==> config.mk <==
export PLATFORM = sky130hd
export DESIGN_NAME = cache_dados_refill
export DESIGN_NICKNAME = d
export VERILOG_FILES = /design/src/rtl/cache_pkg.sv /design/src/rtl/cache_dados_array.sv /design/src/rtl/cache_dados_refill.sv
export SDC_FILE = /design/constraint.sdc
export NUM_CORES = 1
export LEC_CHECK = 0
export BUFFER_PORTS_ARGS = -buffer_cell sky130_fd_sc_hd__buf_2
export CAP_MARGIN = 20
export CORE_MARGIN = 5
export CORE_UTILIZATION = 39
export DETAILED_ROUTE_END_ITERATION = 8
export MAX_ROUTING_LAYER = met4
export PLACE_DENSITY = 0.63
export SYNTH_ARGS = -nofsm -noshare
export SYNTH_HDL_FRONTEND = slang
export SYNTH_SLANG_ARGS = --single-unit
==> constraint.sdc <==
create_clock -name clock -period 13.1 [get_ports clock]
set_input_delay 0.655 -clock clock [delete_from_list [all_inputs] [get_ports clock]]
set_output_delay 0.655 -clock clock [all_outputs]
set_load 0.02 [all_outputs]
==> src/rtl/cache_pkg.sv <==
// Shared types and address-field helpers for the direct-mapped data cache.
// Field helpers take the geometry as arguments so every instance can share them.
package cache_pkg;

   typedef enum logic [1:0] {
      IDLE   = 2'd0,
      REFILL = 2'd1,
      STORE  = 2'd2
   } cache_state_t;

   function automatic int unsigned clog2(input int unsigned n);
      int unsigned r;
      r = 32'd0;
      while ((32'd1 << r) < n) begin
         r = r + 32'd1;
      end
      return r;
   endfunction

   function automatic logic [63:0] addr_tag(input logic [63:0] addr,
                                            input int unsigned linhas,
                                            input int unsigned palavras);
      return addr >> (clog2(linhas) + clog2(palavras) + 32'd2);
   endfunction

   function automatic logic [63:0] addr_idx(input logic [63:0] addr,
                                            input int unsigned linhas,
                                            input int unsigned palavras);
      return (addr >> (clog2(palavras) + 32'd2)) & (64'(linhas) - 64'd1);
   endfunction

   function automatic logic [63:0] addr_word(input logic [63:0] addr,
                                             input int unsigned palavras);
      return (addr >> 2) & (64'(palavras) - 64'd1);
   endfunction

endpackage

==> src/rtl/cache_dados_array.sv <==
// Valid/tag/data storage: asynchronous read, one word-enabled write port.
// Only the valid bits are reset; tags and data are qualified by them.
module cache_dados_array #(
   parameter int unsigned LINHAS   = 8,
   parameter int unsigned PALAVRAS = 2,
   parameter int unsigned TAG_W    = 26,
   parameter int unsigned IDX_W    = 3,
   parameter int unsigned CNT_W    = 1
) (
   input  logic             clock,
   input  logic             reset,
   input  logic [IDX_W-1:0] idx,
   input  logic [CNT_W-1:0] rd_word,
   output logic             rd_valid,
   output logic [TAG_W-1:0] rd_tag,
   output logic [31:0]      rd_data,
   input  logic             wr_en,
   input  logic [CNT_W-1:0] wr_word,
   input  logic [31:0]      wr_data,
   input  logic             set_valid,
   input  logic [TAG_W-1:0] set_tag,
   input  logic             clr_valid
);

   logic [LINHAS-1:0] valid_r;
   logic [TAG_W-1:0]  tag_r  [LINHAS];
   logic [31:0]       data_r [LINHAS][PALAVRAS];

   assign rd_valid = valid_r[idx];
   assign rd_tag   = tag_r[idx];
   assign rd_data  = data_r[idx][rd_word];

   // valid bits: cleared on reset and at refill start, set when the line completes
   always_ff @(posedge clock or posedge reset) begin
      if (reset) begin
         valid_r <= {LINHAS{1'b0}};
      end else if (set_valid) begin
         valid_r[idx] <= 1'b1;
      end else if (clr_valid) begin
         valid_r[idx] <= 1'b0;
      end else begin
         valid_r <= valid_r;
      end
   end

   // tag and data storage
   always_ff @(posedge clock) begin
      if (wr_en) begin
         data_r[idx][wr_word] <= wr_data;
      end
      if (set_valid) begin
         tag_r[idx] <= set_tag;
      end
   end

endmodule

==> src/rtl/cache_dados_refill.sv <==
// Direct-mapped write-through L1 data cache with miss refill from a word bus.
// Hit path is combinational; the pipeline is stalled during refill or store.
module cache_dados_refill
   import cache_pkg::*;
#(
   parameter int unsigned LINHAS   = 8,
   parameter int unsigned PALAVRAS = 2,
   parameter int unsigned ADDR_W   = 32
) (
   input  logic              clock,
   input  logic              reset,
   input  logic              MemRead,
   input  logic              MemWrite,
   input  logic [ADDR_W-1:0] endereco,
   input  logic [31:0]       dado_escrita,
   output logic [31:0]       dado_lido,
   output logic              stall_cache_dados,
   output logic              mem_req,
   output logic              mem_we,
   output logic [ADDR_W-1:0] mem_addr,
   output logic [31:0]       mem_wdata,
   input  logic              mem_ack,
   input  logic [31:0]       mem_rdata
);

   localparam int unsigned IDX_W  = clog2(LINHAS);
   localparam int unsigned WOFF_W = clog2(PALAVRAS);
   localparam int unsigned OFF_W  = WOFF_W + 32'd2;
   localparam int unsigned TAG_W  = ADDR_W - IDX_W - OFF_W;
   localparam int unsigned CNT_W  = (WOFF_W > 32'd0) ? WOFF_W : 32'd1;

   cache_state_t      state_r, state_n;
   logic [CNT_W-1:0]  cnt_r, cnt_n;
   logic              done_r, done_n;
   logic              req_r, req_n;
   logic              we_r, we_n;
   logic [ADDR_W-1:0] addr_r, addr_n;
   logic [31:0]       wdata_r, wdata_n;

   logic [ADDR_W-1:0] lk_addr_s, base_s, aligned_s;
   logic [IDX_W-1:0]  idx_s;
   logic [TAG_W-1:0]  tag_s, rd_tag_s;
   logic [CNT_W-1:0]  rd_word_s, wr_word_s;
   logic [31:0]       rd_data_s, wr_data_s;
   logic              rd_valid_s, hit_s, wr_en_s, set_valid_s, clr_valid_s, stall_s;

   // Outside IDLE the lookup follows the latched bus address, not the pipeline.
   assign lk_addr_s = (state_r == IDLE) ? endereco : addr_r;
   assign idx_s     = IDX_W'(addr_idx(64'(lk_addr_s), LINHAS, PALAVRAS));
   assign tag_s     = TAG_W'(addr_tag(64'(lk_addr_s), LINHAS, PALAVRAS));
   assign rd_word_s = CNT_W'(addr_word(64'(lk_addr_s), PALAVRAS));
   assign hit_s     = rd_valid_s && (rd_tag_s == tag_s);
   assign aligned_s = {endereco[ADDR_W-1:2], 2'b00};
   assign base_s    = endereco & ~(ADDR_W'((64'd1 << OFF_W) - 64'd1));
   assign wr_word_s = (state_r == REFILL) ? cnt_r : rd_word_s;
   assign wr_data_s = (state_r == REFILL) ? mem_rdata : wdata_r;

   cache_dados_array #(
      .LINHAS(LINHAS), .PALAVRAS(PALAVRAS), .TAG_W(TAG_W), .IDX_W(IDX_W), .CNT_W(CNT_W)
   ) u_array (
      .clock(clock), .reset(reset), .idx(idx_s), .rd_word(rd_word_s),
      .rd_valid(rd_valid_s), .rd_tag(rd_tag_s), .rd_data(rd_data_s),
      .wr_en(wr_en_s), .wr_word(wr_word_s), .wr_data(wr_data_s),
      .set_valid(set_valid_s), .set_tag(tag_s), .clr_valid(clr_valid_s)
   );

   // next-state, bus register updates and array write controls
   always_comb begin
      state_n     = state_r;
      cnt_n       = cnt_r;
      done_n      = 1'b0;
      req_n       = req_r;
      we_n        = we_r;
      addr_n      = addr_r;
      wdata_n     = wdata_r;
      wr_en_s     = 1'b0;
      set_valid_s = 1'b0;
      clr_valid_s = 1'b0;
      stall_s     = 1'b0;
      case (state_r)
         IDLE: begin
            // done_r keeps a still-held MemWrite from reissuing the finished store
            if (MemWrite && !done_r) begin
               state_n = STORE;
               req_n   = 1'b1;
               we_n    = 1'b1;
               addr_n  = aligned_s;
               wdata_n = dado_escrita;
               stall_s = 1'b1;
            end else if (MemRead && !MemWrite && !hit_s) begin
               state_n     = REFILL;
               cnt_n       = {CNT_W{1'b0}};
               req_n       = 1'b1;
               we_n        = 1'b0;
               addr_n      = base_s;
               clr_valid_s = 1'b1;
               stall_s     = 1'b1;
            end else begin
               req_n = 1'b0;
               we_n  = 1'b0;
            end
         end
         REFILL: begin
            stall_s = 1'b1;
            if (mem_ack) begin
               wr_en_s = 1'b1;
               if (cnt_r == CNT_W'(PALAVRAS - 32'd1)) begin
                  set_valid_s = 1'b1;
                  state_n     = IDLE;
                  req_n       = 1'b0;
                  cnt_n       = {CNT_W{1'b0}};
               end else begin
                  cnt_n  = cnt_r + {{(CNT_W-1){1'b0}}, 1'b1};
                  addr_n = addr_r + ADDR_W'(32'd4);
               end
            end else begin
               state_n = REFILL;
            end
         end
         STORE: begin
            stall_s = 1'b1;
            if (mem_ack) begin
               wr_en_s = hit_s;
               state_n = IDLE;
               req_n   = 1'b0;
               we_n    = 1'b0;
               done_n  = 1'b1;
            end else begin
               state_n = STORE;
            end
         end
         default: begin
            state_n = IDLE;
            req_n   = 1'b0;
            we_n    = 1'b0;
         end
      endcase
   end

   // state and bus registers
   always_ff @(posedge clock or posedge reset) begin
      if (reset) begin
         state_r <= IDLE;
         cnt_r   <= {CNT_W{1'b0}};
         done_r  <= 1'b0;
         req_r   <= 1'b0;
         we_r    <= 1'b0;
         addr_r  <= {ADDR_W{1'b0}};
         wdata_r <= 32'h0;
      end else begin
         state_r <= state_n;
         cnt_r   <= cnt_n;
         done_r  <= done_n;
         req_r   <= req_n;
         we_r    <= we_n;
         addr_r  <= addr_n;
         wdata_r <= wdata_n;
      end
   end

   assign mem_req           = req_r;
   assign mem_we            = we_r;
   assign mem_addr          = addr_r;
   assign mem_wdata         = wdata_r;
   assign stall_cache_dados = stall_s;
   assign dado_lido         = hit_s ? rd_data_s : 32'h0;

endmodule

==> results of run 1 <==
-- critical path: cells and delay by family, from the launching register on --
family	cells	cell delay [ns]
DFF	1	0.40
adders and majority gates	1	0.19
buffers and inverters	4	2.06
muxes	1	0.84
and+or+nand+nor	6	2.70
AOI/OAI and AO/OA	3	0.90
-- state kept, by name, indices dropped and copies added (netlist names) --
name             count
cnt_r                1
done_r               1
u_array.tag_r      208
u_array.valid_r      8
mem_addr            30
mem_we               1
state_r              2
u_array.data_r     512
mem_req              1
mem_wdata           32
-- Yosys cell counts (all sizes together) (4+ instances only) --
master and count:
mux2 63, or3 4, nand4 13, inv 15
ha 5, mux2i 58, a311oi 6, edfxtp 720
nand2b 7, nor4 30, nor2 101, clkbuf 85
a211oi 7, o211ai 8, nor4bb 4, o2111ai 11
nor3 50, o21ai 85, a31oi 9, o32ai 19
nand2 285, a32oi 51, o221ai 24, nand3 38
a22oi 8, o22ai 193, o221a 4, a21oi 60
buf 57, o22a 4, nor2b 4, a21boi 23
and3b 22, and3 13, dfrtp 76
-- kinds of logic after synthesis --
group                      synth area share
AOI/OAI and AO/OA                     0.114
xor gates and xnor gates           0.000823
adders and majority gates           0.00196
buffers and inverters                0.0224
DFF                                   0.736
muxes                                0.0409
other                              0.000117
and+or+nand+nor                      0.0835
-- worst paths after layout --
path / to / depth (start not counted) / from
worst max register to register: u_array.data_r[7][4]$_DFFE_PP_ / 15 / state_r[0]$_DFFE_PP0P_
worst min register to register: mem_wdata[24]$_DFFE_PP0P_ / 2 / mem_wdata[24]$_DFFE_PP0P_
worst max-delay path: u_array.data_r[7][4]$_DFFE_PP_ / 15 / state_r[0]$_DFFE_PP0P_
max in group asynchronous: u_array.valid_r[1]$_DFFE_PP0P_ / 4 / reset
worst min-delay path: mem_wdata[25]$_DFFE_PP0P_ / 3 / reset
min in group clock: mem_wdata[28]$_DFFE_PP0P_ / 3 / dado_escrita[28]
-- through the flow --
step,worst slack (ns),hold WS [ns],instance area (um2)
floorplan,7.97,0.472,31900
global placement,5.64,0.477,34300
detailed placement,5.48,0.480,34300
CTS,5.41,0.180,37000
global route,5.15,0.0836,37000
finish,5.44,0.0653,37000
-- power breakdown --
group | leakage [nW] | switching (mW) | total (mW) | internal (mW)
registers | 7.42 | 0.154 | 3.47 | 3.31
clock network | 1.30 | 0.974 | 2.31 | 1.33
logic | 3.93 | 2.19 | 3.11 | 0.928
-- layout make-up --
class,instances,share of cell area
multi-input combinational,1250,0.215
inverter,15,0.00156
clock inverter,45,0.0134
timing repair buffer,250,0.0386
sequential,796,0.636
clock buffer,105,0.0592
tap,1070,0.0362
-- layer usage --
layer  up-vias  wire (um)  global-route usage  share of wire
li1       9084          -                   -              -
met1     10600      35300               0.253           0.39
met2       960      46200               0.350           0.51
met3       215       6220              0.0277          0.068
met4         0       3350              0.0749          0.037
met5         -          0                   -              0
==> impl_results.html, run 1 <==
<table>
<tr><th>Metric</th><th>Value</th></tr>
<tr><th colspan="2">Hold path</th></tr>
<tr><td>Class of the most critical hold timing path</td><td>in -&gt; async</td></tr>
<tr><th colspan="2">Worst setup path</th></tr>
<tr><td>Critical path arrival</td><td>7.91 ns</td></tr>
<tr><td>Startpoint Class</td><td>register</td></tr>
<tr><td>Most common cell on crit path</td><td>sky130_fd_sc_hd__buf_4</td></tr>
<tr><td>Sequence of cells on the critical path</td><td>inv_1, ha_2, buf_4, mux2_8, buf_4, nand2_1, a32oi_1, a21boi_0, nor4_1, nand4_1, or4_4, o41ai_2, nand3_2, nor2_4, buf_4</td></tr>
<tr><td>Crit. End Element</td><td>register</td></tr>
<tr><td>CP max stage delay</td><td>0.89 ns</td></tr>
<tr><td>Required time of the critical path</td><td>13.35 ns</td></tr>
<tr><td>Reg2Reg Setup Slack</td><td>5.44 ns</td></tr>
<tr><td>Largest fanout of any net on the critical path</td><td>95</td></tr>
<tr><td>Critical path type</td><td>reg -&gt; reg</td></tr>
<tr><td>Slowest stage cell on the critical path</td><td>sky130_fd_sc_hd__or4_4</td></tr>
<tr><th colspan="2">Global route</th></tr>
<tr><td>Initial antenna violation count</td><td>0</td></tr>
<tr><td>Largest net degree at the start of global routing</td><td>96</td></tr>
<tr><td>GR Overflow Total</td><td>0</td></tr>
<tr><td>Total routing resource utilization after global routing</td><td>0.205</td></tr>
<tr><td>Number of global-route vias before repair</td><td>20700</td></tr>
<tr><td>First-pass GRT wire length</td><td>132000 um</td></tr>
<tr><th colspan="2">Floorplan</th></tr>
<tr><td>Standard-cell rows</td><td>105</td></tr>
<tr><td>Total die area</td><td>87700 um2</td></tr>
<tr><td>Die height</td><td>296 um</td></tr>
<tr><td>Area inside the core boundary</td><td>81700 um2</td></tr>
<tr><td>Die Span X</td><td>296 um</td></tr>
<tr><td>I/O pin cnt</td><td>200</td></tr>
<tr><td>Effective utilization at floorplan</td><td>0.391</td></tr>
<tr><th colspan="2">Clock tree</th></tr>
<tr><td>Reg clk slew, reported paths</td><td>0.06 ns</td></tr>
<tr><td>Root buffer cell</td><td>sky130_fd_sc_hd__clkbuf_16</td></tr>
<tr><td>Sink count of the clock tree</td><td>796</td></tr>
<tr><td>Hold-fix buffers, CTS</td><td>0</td></tr>
<tr><td>Htree depth</td><td>3</td></tr>
<tr><td>Clock latency reported for the late side of the worst-skew pair</td><td>0.64 ns</td></tr>
<tr><td>Number of buffers inserted during clock tree synthesis</td><td>82</td></tr>
<tr><td>Clock tree from TritonCTS</td><td>built</td></tr>
<tr><td>CTS resizes</td><td>0</td></tr>
<tr><td>Post-CTS Setup Bufs</td><td>0</td></tr>
<tr><td>Number of buffers on the longest clock path</td><td>3</td></tr>
<tr><th colspan="2">Route</th></tr>
<tr><td>Initial DRC Count</td><td>2117</td></tr>
<tr><td>DR pass1 iterations</td><td>5</td></tr>
<tr><td>Number of vias in the routed layout</td><td>20800</td></tr>
<tr><td>Average detailed-routed wire length per instance</td><td>25.8 um</td></tr>
<tr><td>Overall routed net length</td><td>91100 um</td></tr>
<tr><td>Via density</td><td>5.89</td></tr>
<tr><td>Remaining design rule violation count</td><td>0</td></tr>
<tr><td>Antenna viol nets, final</td><td>0</td></tr>
<tr><th colspan="2">STA</th></tr>
<tr><td>Period utilisation layout</td><td>0.584</td></tr>
<tr><td>Number of pins exceeding their max-slew limit in the final report</td><td>0</td></tr>
<tr><td>Setup repair after global routing missed its margin</td><td>false</td></tr>
<tr><td>Worst Max-Slew Pin Slew</td><td>0.997 ns</td></tr>
<tr><td>Fin Setup TNS</td><td>0 ns</td></tr>
<tr><td>Max Clock Freq</td><td>0.131 GHz</td></tr>
<tr><td>Largest clock skew in the final design</td><td>0.0301 ns</td></tr>
<tr><td>Final setup violation count</td><td>0</td></tr>
<tr><td>Number of hold-slack violations in the final timing report</td><td>0</td></tr>
<tr><td>Relative slew slack</td><td>0.334</td></tr>
<tr><td>Time the worst path needs with I/O delays and setup</td><td>7.66 ns</td></tr>
<tr><th colspan="2">Placed design</th></tr>
<tr><td>Total instance count after detailed placement</td><td>3380</td></tr>
<tr><td>Placer Congestion</td><td>0.866</td></tr>
<tr><td>Buffers added on ports</td><td>195</td></tr>
<tr><td>DP Wirelength</td><td>49000 um</td></tr>
<tr><th colspan="2">Synthesis</th></tr>
<tr><td>Sequential share of the synthesized area</td><td>0.736</td></tr>
<tr><td>Yosys top cell by area</td><td>sky130_fd_sc_hd__edfxtp_1</td></tr>
<tr><td>Area share of the largest cell type after synthesis</td><td>0.677</td></tr>
<tr><td>Syn Area/Cell</td><td>14.5 um2</td></tr>
<tr><td>Ys Warns</td><td>0</td></tr>
<tr><td>Number of enable flip-flop cells after synthesis</td><td>720</td></tr>
<tr><td>Async SR Flop Fraction</td><td>0.0955</td></tr>
<tr><td>Distinct cell type count of the synthesized netlist</td><td>71</td></tr>
<tr><td>Top cells by area in the synthesized netlist</td><td>sky130_fd_sc_hd__edfxtp_1, sky130_fd_sc_hd__dfrtp_1, sky130_fd_sc_hd__o22ai_1</td></tr>
<tr><td>Post-synth design cell area</td><td>31900 um2</td></tr>
<tr><td>Main flop type after synthesis</td><td>sky130_fd_sc_hd__edfxtp_1</td></tr>
<tr><td>Synth Register Bits</td><td>796</td></tr>
<tr><td>Number of standard cells after synthesis</td><td>2202</td></tr>
<tr><th colspan="2">Status</th></tr>
<tr><td>Result of the run</td><td>complete, no violations</td></tr>
<tr><th colspan="2">Cells and area</th></tr>
<tr><td>Most common cell after layout, fill and taps aside</td><td>sky130_fd_sc_hd__edfxtp_1</td></tr>
<tr><td>Filler cell count</td><td>7117</td></tr>
<tr><td>Post-layout instance count excluding filler cells</td><td>3531</td></tr>
<tr><td>Final core utilization</td><td>0.453</td></tr>
<tr><td>Antenna Diode Count</td><td>0</td></tr>
<tr><td>Top library cells by usage in the layout, fill and taps aside</td><td>sky130_fd_sc_hd__edfxtp_1, sky130_fd_sc_hd__nand2_1, sky130_fd_sc_hd__buf_2</td></tr>
<tr><td>Seq. cell area</td><td>23500 um2</td></tr>
<tr><td>Multi-input combinational cell area</td><td>7970 um2</td></tr>
<tr><td>Layout cell share with drive strength beyond 1</td><td>0.198</td></tr>
<tr><td>Area growth syn-to-layout</td><td>15.9%</td></tr>
<tr><td>Net count of the finished layout</td><td>2501</td></tr>
<tr><th colspan="2">Job</th></tr>
<tr><td>Max-Cap Viols</td><td>0</td></tr>
<tr><th colspan="2">Power and ir drop</th></tr>
<tr><td>Post-layout power</td><td>8.89 mW</td></tr>
<tr><td>Highest ir drop seen on vdd</td><td>0.199 mV</td></tr>
<tr><td>Leakage component of the power</td><td>12.7 nW</td></tr>
<tr><td>PD cells</td><td>240 nW/um2</td></tr>
</table>
(Power assumes the default switching activity.)
==> run 2: changes to the inputs <==
==> constraint.sdc (replaced) <==
create_clock -name clock -period 8 [get_ports clock]
set_input_delay 0.4 -clock clock [delete_from_list [all_inputs] [get_ports clock]]
set_output_delay 0.4 -clock clock [all_outputs]
set_load 0.02 [all_outputs]
==> run 2 against run 1 <==
Cell count up 1.4%. Cell area up 1.3%. First-iteration DRC count up 13%. Highest routed layer unchanged.
==> impl_results.html, run 2 (synthesis gave the netlist of run 1 again) <==
<table>
<tr><th>Metric</th><th>Value</th></tr>
<tr><th colspan="2">Global route</th></tr>
<tr><td>Met1 GRT Util</td><td>0.256 (was 0.253)</td></tr>
<tr><td>Number of global-route vias before repair</td><td>20800 (was 20700)</td></tr>
<tr><td>GR Util met3</td><td>0.0325 (was 0.0277)</td></tr>
<tr><td>GR Overflow Total</td><td>0 (unchanged)</td></tr>
<tr><td>Initial antenna violation count</td><td>3 (was 0)</td></tr>
<tr><td>Met2 usage</td><td>0.363 (was 0.350)</td></tr>
<tr><td>First-pass GRT wire length</td><td>134000 um (was 132000 um)</td></tr>
<tr><td>Total routing resource utilization after global routing</td><td>0.211 (was 0.205)</td></tr>
<tr><td>GRT busiest layer</td><td>met2 (unchanged)</td></tr>
<tr><td>Largest net degree at the start of global routing</td><td>105 (was 96)</td></tr>
<tr><th colspan="2">Clock tree</th></tr>
<tr><td>Number of buffers inserted during clock tree synthesis</td><td>84 (was 82)</td></tr>
<tr><td>Post-CTS Setup Bufs</td><td>0 (unchanged)</td></tr>
<tr><td>Hold-fix buffers, CTS</td><td>35 (was 0)</td></tr>
<tr><td>Root buffer cell</td><td>sky130_fd_sc_hd__clkbuf_16 (unchanged)</td></tr>
<tr><td>Clock latency reported for the late side of the worst-skew pair</td><td>0.66 ns (was 0.64 ns)</td></tr>
<tr><td>CTS resizes</td><td>0 (unchanged)</td></tr>
<tr><td>Number of buffers on the longest clock path</td><td>3 (unchanged)</td></tr>
<tr><td>Htree depth</td><td>3 (unchanged)</td></tr>
<tr><td>Clock tree from TritonCTS</td><td>built (unchanged)</td></tr>
<tr><td>Reg clk slew, reported paths</td><td>0.06 ns (about the same)</td></tr>
<tr><td>Sink count of the clock tree</td><td>796 (unchanged)</td></tr>
<tr><th colspan="2">Worst setup path</th></tr>
<tr><td>Crit. End Element</td><td>register (unchanged)</td></tr>
<tr><td>Largest fanout of any net on the critical path</td><td>29 (was 95)</td></tr>
<tr><td>Critical path type</td><td>reg -&gt; reg (unchanged)</td></tr>
<tr><td>Startpoint Class</td><td>register (unchanged)</td></tr>
<tr><td>Critical path arrival</td><td>6.66 ns (was 7.91 ns)</td></tr>
<tr><td>Required time of the critical path</td><td>8.25 ns (was 13.35 ns)</td></tr>
<tr><th colspan="2">Power and ir drop</th></tr>
<tr><td>Power share of the combinational group</td><td>0.353 (was 0.350)</td></tr>
<tr><td>Net Sw Power</td><td>5.52 mW (was 3.31 mW)</td></tr>
<tr><td>Highest ir drop seen on vdd</td><td>0.312 mV (was 0.199 mV)</td></tr>
<tr><td>Switching share of power</td><td>0.377 (was 0.373)</td></tr>
<tr><td>Internal Dissipation</td><td>9.11 mW (was 5.58 mW)</td></tr>
<tr><td>PD cells</td><td>390 nW/um2 (was 240 nW/um2)</td></tr>
<tr><td>Part of the power in the clock network</td><td>0.258 (was 0.260)</td></tr>
<tr><td>Leakage component of the power</td><td>12.9 nW (was 12.7 nW)</td></tr>
<tr><td>Part of the total power dissipated in sequential elements</td><td>0.389 (was 0.390)</td></tr>
<tr><th colspan="2">STA</th></tr>
<tr><td>Worst Max-Slew Pin Slew</td><td>1.01 ns (was 0.997 ns)</td></tr>
<tr><td>Max Clock Freq</td><td>0.156 GHz (was 0.131 GHz)</td></tr>
<tr><td>Final setup violation count</td><td>0 (unchanged)</td></tr>
<tr><td>Largest clock skew in the final design</td><td>0.0649 ns (was 0.0301 ns)</td></tr>
<tr><td>Setup repair after global routing missed its margin</td><td>false (unchanged)</td></tr>
<tr><td>Time the worst path needs with I/O delays and setup</td><td>6.42 ns (was 7.66 ns)</td></tr>
<tr><td>Relative slew slack</td><td>0.326 (was 0.334)</td></tr>
<tr><td>Period utilisation layout</td><td>0.802 (was 0.584)</td></tr>
<tr><td>Number of pins exceeding their max-slew limit in the final report</td><td>0 (unchanged)</td></tr>
<tr><td>Number of hold-slack violations in the final timing report</td><td>0 (unchanged)</td></tr>
<tr><td>Fin Setup TNS</td><td>0 ns (unchanged)</td></tr>
<tr><th colspan="2">Cells and area</th></tr>
<tr><td>Layout cell share with drive strength beyond 1</td><td>0.197 (was 0.198)</td></tr>
<tr><td>Area growth syn-to-layout</td><td>17.4% (was 15.9%)</td></tr>
<tr><td>Most common cell after layout, fill and taps aside</td><td>sky130_fd_sc_hd__edfxtp_1 (unchanged)</td></tr>
<tr><td>Final core utilization</td><td>0.459 (was 0.453)</td></tr>
<tr><td>Top library cells by usage in the layout, fill and taps aside</td><td>sky130_fd_sc_hd__edfxtp_1, sky130_fd_sc_hd__nand2_1, sky130_fd_sc_hd__buf_2 (unchanged)</td></tr>
<tr><td>Largest register by flop count</td><td>u_array.data_r (unchanged)</td></tr>
<tr><td>Net count of the finished layout</td><td>2547 (was 2501)</td></tr>
<tr><td>Largest register FFs</td><td>512 (unchanged)</td></tr>
<tr><th colspan="2">Status</th></tr>
<tr><td>Result of the run</td><td>complete, no violations (unchanged)</td></tr>
<tr><th colspan="2">Route</th></tr>
<tr><td>Remaining design rule violation count</td><td>0 (unchanged)</td></tr>
<tr><td>Initial DRC Count</td><td>2396 (was 2117)</td></tr>
<tr><td>Antenna viol nets, final</td><td>0 (unchanged)</td></tr>
<tr><td>Number of vias in the routed layout</td><td>21000 (was 20800)</td></tr>
<tr><td>Average detailed-routed wire length per instance</td><td>25.9 um (was 25.8 um)</td></tr>
<tr><td>Via density</td><td>5.85 (was 5.89)</td></tr>
<tr><td>DR pass1 iterations</td><td>5 (unchanged)</td></tr>
<tr><td>Overall routed net length</td><td>92700 um (was 91100 um)</td></tr>
<tr><th colspan="2">Floorplan</th></tr>
<tr><td>Die height</td><td>296 um (unchanged)</td></tr>
<tr><td>Standard-cell rows</td><td>105 (unchanged)</td></tr>
<tr><td>Total die area</td><td>87700 um2 (unchanged)</td></tr>
<tr><td>Area inside the core boundary</td><td>81700 um2 (unchanged)</td></tr>
<tr><td>Effective utilization at floorplan</td><td>0.391 (unchanged)</td></tr>
<tr><td>Die Span X</td><td>296 um (unchanged)</td></tr>
<tr><td>I/O pin cnt</td><td>200 (unchanged)</td></tr>
<tr><th colspan="2">Placed design</th></tr>
<tr><td>Placer Congestion</td><td>0.860 (was 0.866)</td></tr>
<tr><td>DP Wirelength</td><td>51300 um (was 49000 um)</td></tr>
<tr><td>Buffers added on ports</td><td>195 (unchanged)</td></tr>
<tr><th colspan="2">Hold path</th></tr>
<tr><td>Class of the most critical hold timing path</td><td>in -&gt; reg (was in -&gt; async)</td></tr>
<tr><th colspan="2">Job</th></tr>
<tr><td>Max-Cap Viols</td><td>0 (unchanged)</td></tr>
</table>
run 2: critical path, cell delays in order (launching register included):
cell                        delay [ns]
sky130_fd_sc_hd__dfrtp_1          0.40
sky130_fd_sc_hd__inv_1            0.12
sky130_fd_sc_hd__ha_2             0.62
sky130_fd_sc_hd__and3b_1          0.45
sky130_fd_sc_hd__a21o_1           0.68
sky130_fd_sc_hd__buf_4            0.38
sky130_fd_sc_hd__a22oi_1          0.10
sky130_fd_sc_hd__and3_1           0.25
sky130_fd_sc_hd__a2111oi_0        0.42
sky130_fd_sc_hd__nand4_1          0.15
sky130_fd_sc_hd__or4_4            0.65
sky130_fd_sc_hd__o41ai_2          0.37
sky130_fd_sc_hd__nand3_2          0.50
sky130_fd_sc_hd__nor2_4           0.35
sky130_fd_sc_hd__buf_4            0.53
run 2: through the flow:
| stage | setup slack [ns] | instance area [um2] | power (mW) | hold WS (ns) | cells |
|---|---|---|---|---|---|
| 2_1_floorplan | 2.87 | 31900 | 8.99 | 0.472 | 2203 |
| 3_3_place_gp | 1.67 | 34400 | 10.7 | 0.479 | 3387 |
| 3_5_place_dp | 1.60 | 34400 | 10.9 | 0.484 | 3387 |
| 4_1_cts | 1.56 | 37400 | 14.6 | 0.0195 | 3574 |
| 5_1_grt | 1.27 | 37500 | 15.2 | 0.0298 | 3580 |
| 6_report | 1.58 | 37500 | 14.6 | 0.0613 | 3581 |
run 2: routing by layer:
layer / up-vias / part of all wire
li1: 9187 / -
met1: 10700 / 0.38
met2: 937 / 0.51
met3: 180 / 0.071
met4: 0 / 0.034
met5: - / 0
run 2: final timing paths:
| check | slack, ns | depth (start not counted) | start | end |
|---|---|---|---|---|
| max | 1.58 | 14 | state_r[0]$_DFFE_PP0P_ | u_array.data_r[3][12]$_DFFE_PP_ |
| min | 0.06 | 2 | endereco[18] | mem_addr[18]$_DFFE_PP0P_ |
| max reg2reg | 1.58 | 14 | state_r[0]$_DFFE_PP0P_ | u_array.data_r[3][12]$_DFFE_PP_ |
| min reg2reg | 0.49 | 2 | mem_wdata[26]$_DFFE_PP0P_ | mem_wdata[26]$_DFFE_PP0P_ |
| max in group asynchronous | 7.02 | 5 | reset | u_array.valid_r[6]$_DFFE_PP0P_ |
| min in group asynchronous | 0.36 | 4 | reset | mem_wdata[0]$_DFFE_PP0P_ |
run 2: power by group through the flow:
| stage | Sequential [mW] | Clock, mW | Combinational [mW] |
|---|---|---|---|
| CTS | 5.68 | 3.82 | 5.12 |
| global placement | 5.75 | 0 | 4.97 |
| global route | 5.72 | 3.99 | 5.51 |
| finish | 5.69 | 3.77 | 5.17 |
| floorplan | 5.87 | 0 | 3.12 |
| detailed placement | 5.76 | 0 | 5.09 |
run 2: cell type report:
cell class                      instances  area (um2)
Clock buffer                           98        2170
Clock inverter                         54         517
Tap cell                             1070        1340
Sequential cell                       796       23500
Timing Repair Buffer                  294        1910
Multi-Input combinational cell       1250        7970
Inverter                               15        57.6
Fill cell                            7092       44200
Antenna cell                            4        10.0
==> run 3: changes to the inputs <==
==> constraint.sdc (replaced) <==
create_clock -name clock -period 6.3 [get_ports clock]
set_input_delay 0.315 -clock clock [delete_from_list [all_inputs] [get_ports clock]]
set_output_delay 0.315 -clock clock [all_outputs]
set_load 0.02 [all_outputs]
==> run 3 against run 2 <==
Non-clock buffer count is 39 higher. Power is 27% higher. Combinational power is 27% higher. Sequential power is 27% higher. Setup slack worse by 1.3 ns. Routed wire length is 0.17% higher. Via count is 1.8% higher. Highest routed layer unchanged.
==> impl_results.html, run 3 (synthesis gave the netlist of run 1 again) <==
<table>
<tr><th>Metric</th><th>Value</th></tr>
<tr><th colspan="2">Route</th></tr>
<tr><td>DR pass1 iterations</td><td>6 (was 5)</td></tr>
<tr><td>Average detailed-routed wire length per instance</td><td>25.7 um (was 25.9 um)</td></tr>
<tr><td>Antenna viol nets, final</td><td>0 (unchanged)</td></tr>
<tr><td>Via density</td><td>5.91 (was 5.85)</td></tr>
<tr><td>Initial DRC Count</td><td>2232 (was 2396)</td></tr>
<tr><td>Number of vias in the routed layout</td><td>21300 (was 21000)</td></tr>
<tr><td>Remaining design rule violation count</td><td>0 (unchanged)</td></tr>
<tr><td>Overall routed net length</td><td>92900 um (was 92700 um)</td></tr>
<tr><th colspan="2">Cells and area</th></tr>
<tr><td>Area growth syn-to-layout</td><td>18.4% (was 17.4%)</td></tr>
<tr><td>Filler cell count</td><td>7047 (was 7092)</td></tr>
<tr><td>Most common cell after layout, fill and taps aside</td><td>sky130_fd_sc_hd__edfxtp_1 (unchanged)</td></tr>
<tr><td>Antenna Diode Count</td><td>0 (was 4)</td></tr>
<tr><td>Top library cells by usage in the layout, fill and taps aside</td><td>sky130_fd_sc_hd__edfxtp_1, sky130_fd_sc_hd__nand2_1, sky130_fd_sc_hd__buf_2 (unchanged)</td></tr>
<tr><td>Post-layout instance count excluding filler cells</td><td>3610 (was 3581)</td></tr>
<tr><td>Multi-input combinational cell area</td><td>7970 um2 (unchanged)</td></tr>
<tr><td>Net count of the finished layout</td><td>2584 (was 2547)</td></tr>
<tr><td>Layout cell share with drive strength beyond 1</td><td>0.200 (was 0.197)</td></tr>
<tr><td>Largest register FFs</td><td>512 (unchanged)</td></tr>
<tr><td>Seq. cell area</td><td>23500 um2 (unchanged)</td></tr>
<tr><td>Largest register by flop count</td><td>u_array.data_r (unchanged)</td></tr>
<tr><th colspan="2">STA</th></tr>
<tr><td>Final setup violation count</td><td>0 (unchanged)</td></tr>
<tr><td>Fin Setup TNS</td><td>0 ns (unchanged)</td></tr>
<tr><td>Worst Max-Slew Pin Slew</td><td>1.13 ns (was 1.01 ns)</td></tr>
<tr><td>Largest clock skew in the final design</td><td>0.0392 ns (was 0.0649 ns)</td></tr>
<tr><td>Setup repair after global routing missed its margin</td><td>false (unchanged)</td></tr>
<tr><td>Number of hold-slack violations in the final timing report</td><td>0 (unchanged)</td></tr>
<tr><td>Relative slew slack</td><td>0.247 (was 0.326)</td></tr>
<tr><td>Worst Hold Slack</td><td>0.0533 ns (was 0.0613 ns)</td></tr>
<tr><td>Period utilisation layout</td><td>0.952</td></tr>
<tr><td>Crit path setup slack, layout</td><td>0.304 ns (was 1.58 ns)</td></tr>
<tr><td>Max Clock Freq</td><td>0.167 GHz</td></tr>
<tr><td>Number of pins exceeding their max-slew limit in the final report</td><td>0 (unchanged)</td></tr>
<tr><td>Time the worst path needs with I/O delays and setup</td><td>6.00 ns</td></tr>
<tr><th colspan="2">Placed design</th></tr>
<tr><td>Dpl ws</td><td>0.735 ns (was 1.60 ns)</td></tr>
<tr><td>Placer Congestion</td><td>0.883 (was 0.860)</td></tr>
<tr><td>Buffers added on ports</td><td>195 (unchanged)</td></tr>
<tr><td>Total instance count after detailed placement</td><td>3407 (was 3387)</td></tr>
<tr><td>DP Wirelength</td><td>53500 um (was 51300 um)</td></tr>
<tr><th colspan="2">Worst setup path</th></tr>
<tr><td>Required time of the critical path</td><td>5.98 ns (was 8.25 ns)</td></tr>
<tr><td>Crit. End Element</td><td>output pin (was register)</td></tr>
<tr><td>Most common cell on crit path</td><td>sky130_fd_sc_hd__buf_4 (unchanged)</td></tr>
<tr><td>Startpoint Class</td><td>register (unchanged)</td></tr>
<tr><td>Critical path arrival</td><td>5.68 ns (was 6.66 ns)</td></tr>
<tr><td>Category of cells accounting for the largest share of critical-path delay</td><td>simple AND/OR/NAND/NOR gates (unchanged)</td></tr>
<tr><td>Sequence of cells on the critical path</td><td>inv_1, ha_2, nor3b_2, or2_1, buf_4, a32oi_1, and3b_1, nor4_1, nand4_1, or4_4, buf_4, nand3_1, a21oi_1, buf_2 (was inv_1, ha_2, and3b_1, a21o_1, buf_4, a22oi_1, and3_1, a2111oi_0, nand4_1, or4_4, o41ai_2, nand3_2, nor2_4, buf_4)</td></tr>
<tr><td>Critical path type</td><td>reg -&gt; out (was reg -&gt; reg)</td></tr>
<tr><td>CP max stage delay</td><td>0.64 ns (was 0.68 ns)</td></tr>
<tr><td>Number of buffer and inverter stages on the critical path</td><td>4 (was 3)</td></tr>
<tr><td>Slowest stage cell on the critical path</td><td>sky130_fd_sc_hd__or4_4 (was sky130_fd_sc_hd__a21o_1)</td></tr>
<tr><td>Largest fanout of any net on the critical path</td><td>28 (was 29)</td></tr>
<tr><th colspan="2">Power and ir drop</th></tr>
<tr><td>Part of the power in the clock network</td><td>0.255 (was 0.258)</td></tr>
<tr><td>Switching share of power</td><td>0.373 (was 0.377)</td></tr>
<tr><td>Part of the total power dissipated in sequential elements</td><td>0.390 (was 0.389)</td></tr>
<tr><td>Power share of the combinational group</td><td>0.355 (was 0.353)</td></tr>
<tr><td>PD cells</td><td>491 nW/um2 (was 390 nW/um2)</td></tr>
<tr><td>Leakage component of the power</td><td>13.0 nW (was 12.9 nW)</td></tr>
<tr><td>Highest ir drop seen on vdd</td><td>0.380 mV (was 0.312 mV)</td></tr>
<tr><td>Net Sw Power</td><td>6.91 mW (was 5.52 mW)</td></tr>
<tr><td>Internal Dissipation</td><td>11.6 mW (was 9.11 mW)</td></tr>
<tr><th colspan="2">Floorplan</th></tr>
<tr><td>Die height</td><td>296 um (unchanged)</td></tr>
<tr><td>Effective utilization at floorplan</td><td>0.391 (unchanged)</td></tr>
<tr><td>Die Span X</td><td>296 um (unchanged)</td></tr>
<tr><td>Standard-cell rows</td><td>105 (unchanged)</td></tr>
<tr><td>Total die area</td><td>87700 um2 (unchanged)</td></tr>
<tr><td>I/O pin cnt</td><td>200 (unchanged)</td></tr>
<tr><td>Area inside the core boundary</td><td>81700 um2 (unchanged)</td></tr>
<tr><th colspan="2">Hold path</th></tr>
<tr><td>Class of the most critical hold timing path</td><td>in -&gt; reg (unchanged)</td></tr>
<tr><th colspan="2">Global route</th></tr>
<tr><td>Largest net degree at the start of global routing</td><td>77 (was 105)</td></tr>
<tr><td>GR Overflow Total</td><td>0 (unchanged)</td></tr>
<tr><td>First-pass GRT wire length</td><td>136000 um (was 134000 um)</td></tr>
<tr><td>Number of global-route vias before repair</td><td>21300 (was 20800)</td></tr>
<tr><td>Total routing resource utilization after global routing</td><td>0.211 (about the same)</td></tr>
<tr><td>Initial antenna violation count</td><td>0 (was 3)</td></tr>
<tr><th colspan="2">Clock tree</th></tr>
<tr><td>Htree depth</td><td>3 (unchanged)</td></tr>
<tr><td>Sink count of the clock tree</td><td>796 (unchanged)</td></tr>
<tr><td>Reg clk slew, reported paths</td><td>0.06 ns (about the same)</td></tr>
<tr><td>CTS resizes</td><td>0 (unchanged)</td></tr>
<tr><td>Number of buffers on the longest clock path</td><td>3 (unchanged)</td></tr>
<tr><td>Number of buffers inserted during clock tree synthesis</td><td>82 (was 84)</td></tr>
<tr><td>Post-CTS Setup Bufs</td><td>0 (unchanged)</td></tr>
<tr><td>Clock latency reported for the late side of the worst-skew pair</td><td>0.65 ns (was 0.66 ns)</td></tr>
<tr><td>Clock tree from TritonCTS</td><td>built (unchanged)</td></tr>
<tr><td>Root buffer cell</td><td>sky130_fd_sc_hd__clkbuf_16 (unchanged)</td></tr>
<tr><th colspan="2">Status</th></tr>
<tr><td>Result of the run</td><td>complete, no violations (unchanged)</td></tr>
<tr><th colspan="2">Job</th></tr>
<tr><td>Max-Cap Viols</td><td>0 (unchanged)</td></tr>
</table>
## run 3: cell types whose count changed in the layout (fill, tap and decap cells not counted), sizes merged, moves of 4 or more
| cell | previous run | this run |
|---|---|---|
| buf | 258 | 278 |
| clkbuf | 98 | 104 |
| clkinvlp | 4 | 0 |
| diode | 4 | 0 |
| dlygate4sd3 | 36 | 55 |
| clkinv | 42 | 31 |
## run 3: worst min-delay path, cell delays in order
cell and delay, ns:
sky130_fd_sc_hd__buf_2 0.10, sky130_fd_sc_hd__o32ai_1 0.09, sky130_fd_sc_hd__a21oi_1 0.14
## run 3: final timing paths
path | endpoint | cells after the start | slack [ns] | startpoint
max | stall_cache_dados | 14 | 0.30 | state_r[0]$_DFFE_PP0P_
min | mem_addr[8]$_DFFE_PP0P_ | 3 | 0.05 | endereco[8]
max reg2reg | u_array.data_r[6][21]$_DFFE_PP_ | 15 | 0.73 | state_r[0]$_DFFE_PP0P_
min reg2reg | mem_wdata[22]$_DFFE_PP0P_ | 2 | 0.50 | mem_wdata[22]$_DFFE_PP0P_
max in group asynchronous | u_array.valid_r[0]$_DFFE_PP0P_ | 5 | 5.39 | reset
min in group asynchronous | mem_wdata[21]$_DFFE_PP0P_ | 4 | 0.29 | reset
## run 3: what timing repair did
action,in CTS,in global routing
endpoints found under the setup margin,0,0
hold endpoints to repair,54,25
hold buffers,54,1
## run 3: layout make-up
class | count | area share
clock buffer | 104 | 0.0570
inverter | 15 | 0.00152
tap | 1070 | 0.0354
multi-input combinational | 1250 | 0.211
clock inverter | 42 | 0.0122
sequential | 796 | 0.622
timing repair buffer | 333 | 0.0612
## run 3: metrics by stage
step                 util  area (um2)  power (mW)
CTS                 0.462       37800        18.6
floorplan               -       31900        11.4
global route        0.463       37800        19.3
global placement    0.423       34600        13.6
detailed placement  0.423       34600        13.8
finish              0.463       37800        18.6
## run 3: power groups by stage
| stage | Clock (mW) | Sequential (mW) | Combinational (mW) |
|---|---|---|---|
| detailed placement | 0 | 7.33 | 6.49 |
| floorplan | 0 | 7.45 | 3.96 |
| global route | 5.03 | 7.27 | 7.03 |
| global placement | 0 | 7.31 | 6.34 |
| CTS | 4.81 | 7.22 | 6.53 |
| finish | 4.73 | 7.23 | 6.59 |
## run 3: per-layer routing
layer,up-vias,global-route usage,wire (um)
met2,1047,0.363,47500
met1,10800,0.259,35700
met3,173,0.0287,6600
li1,9268,-,-
met5,-,-,0
met4,0,0.0734,3100
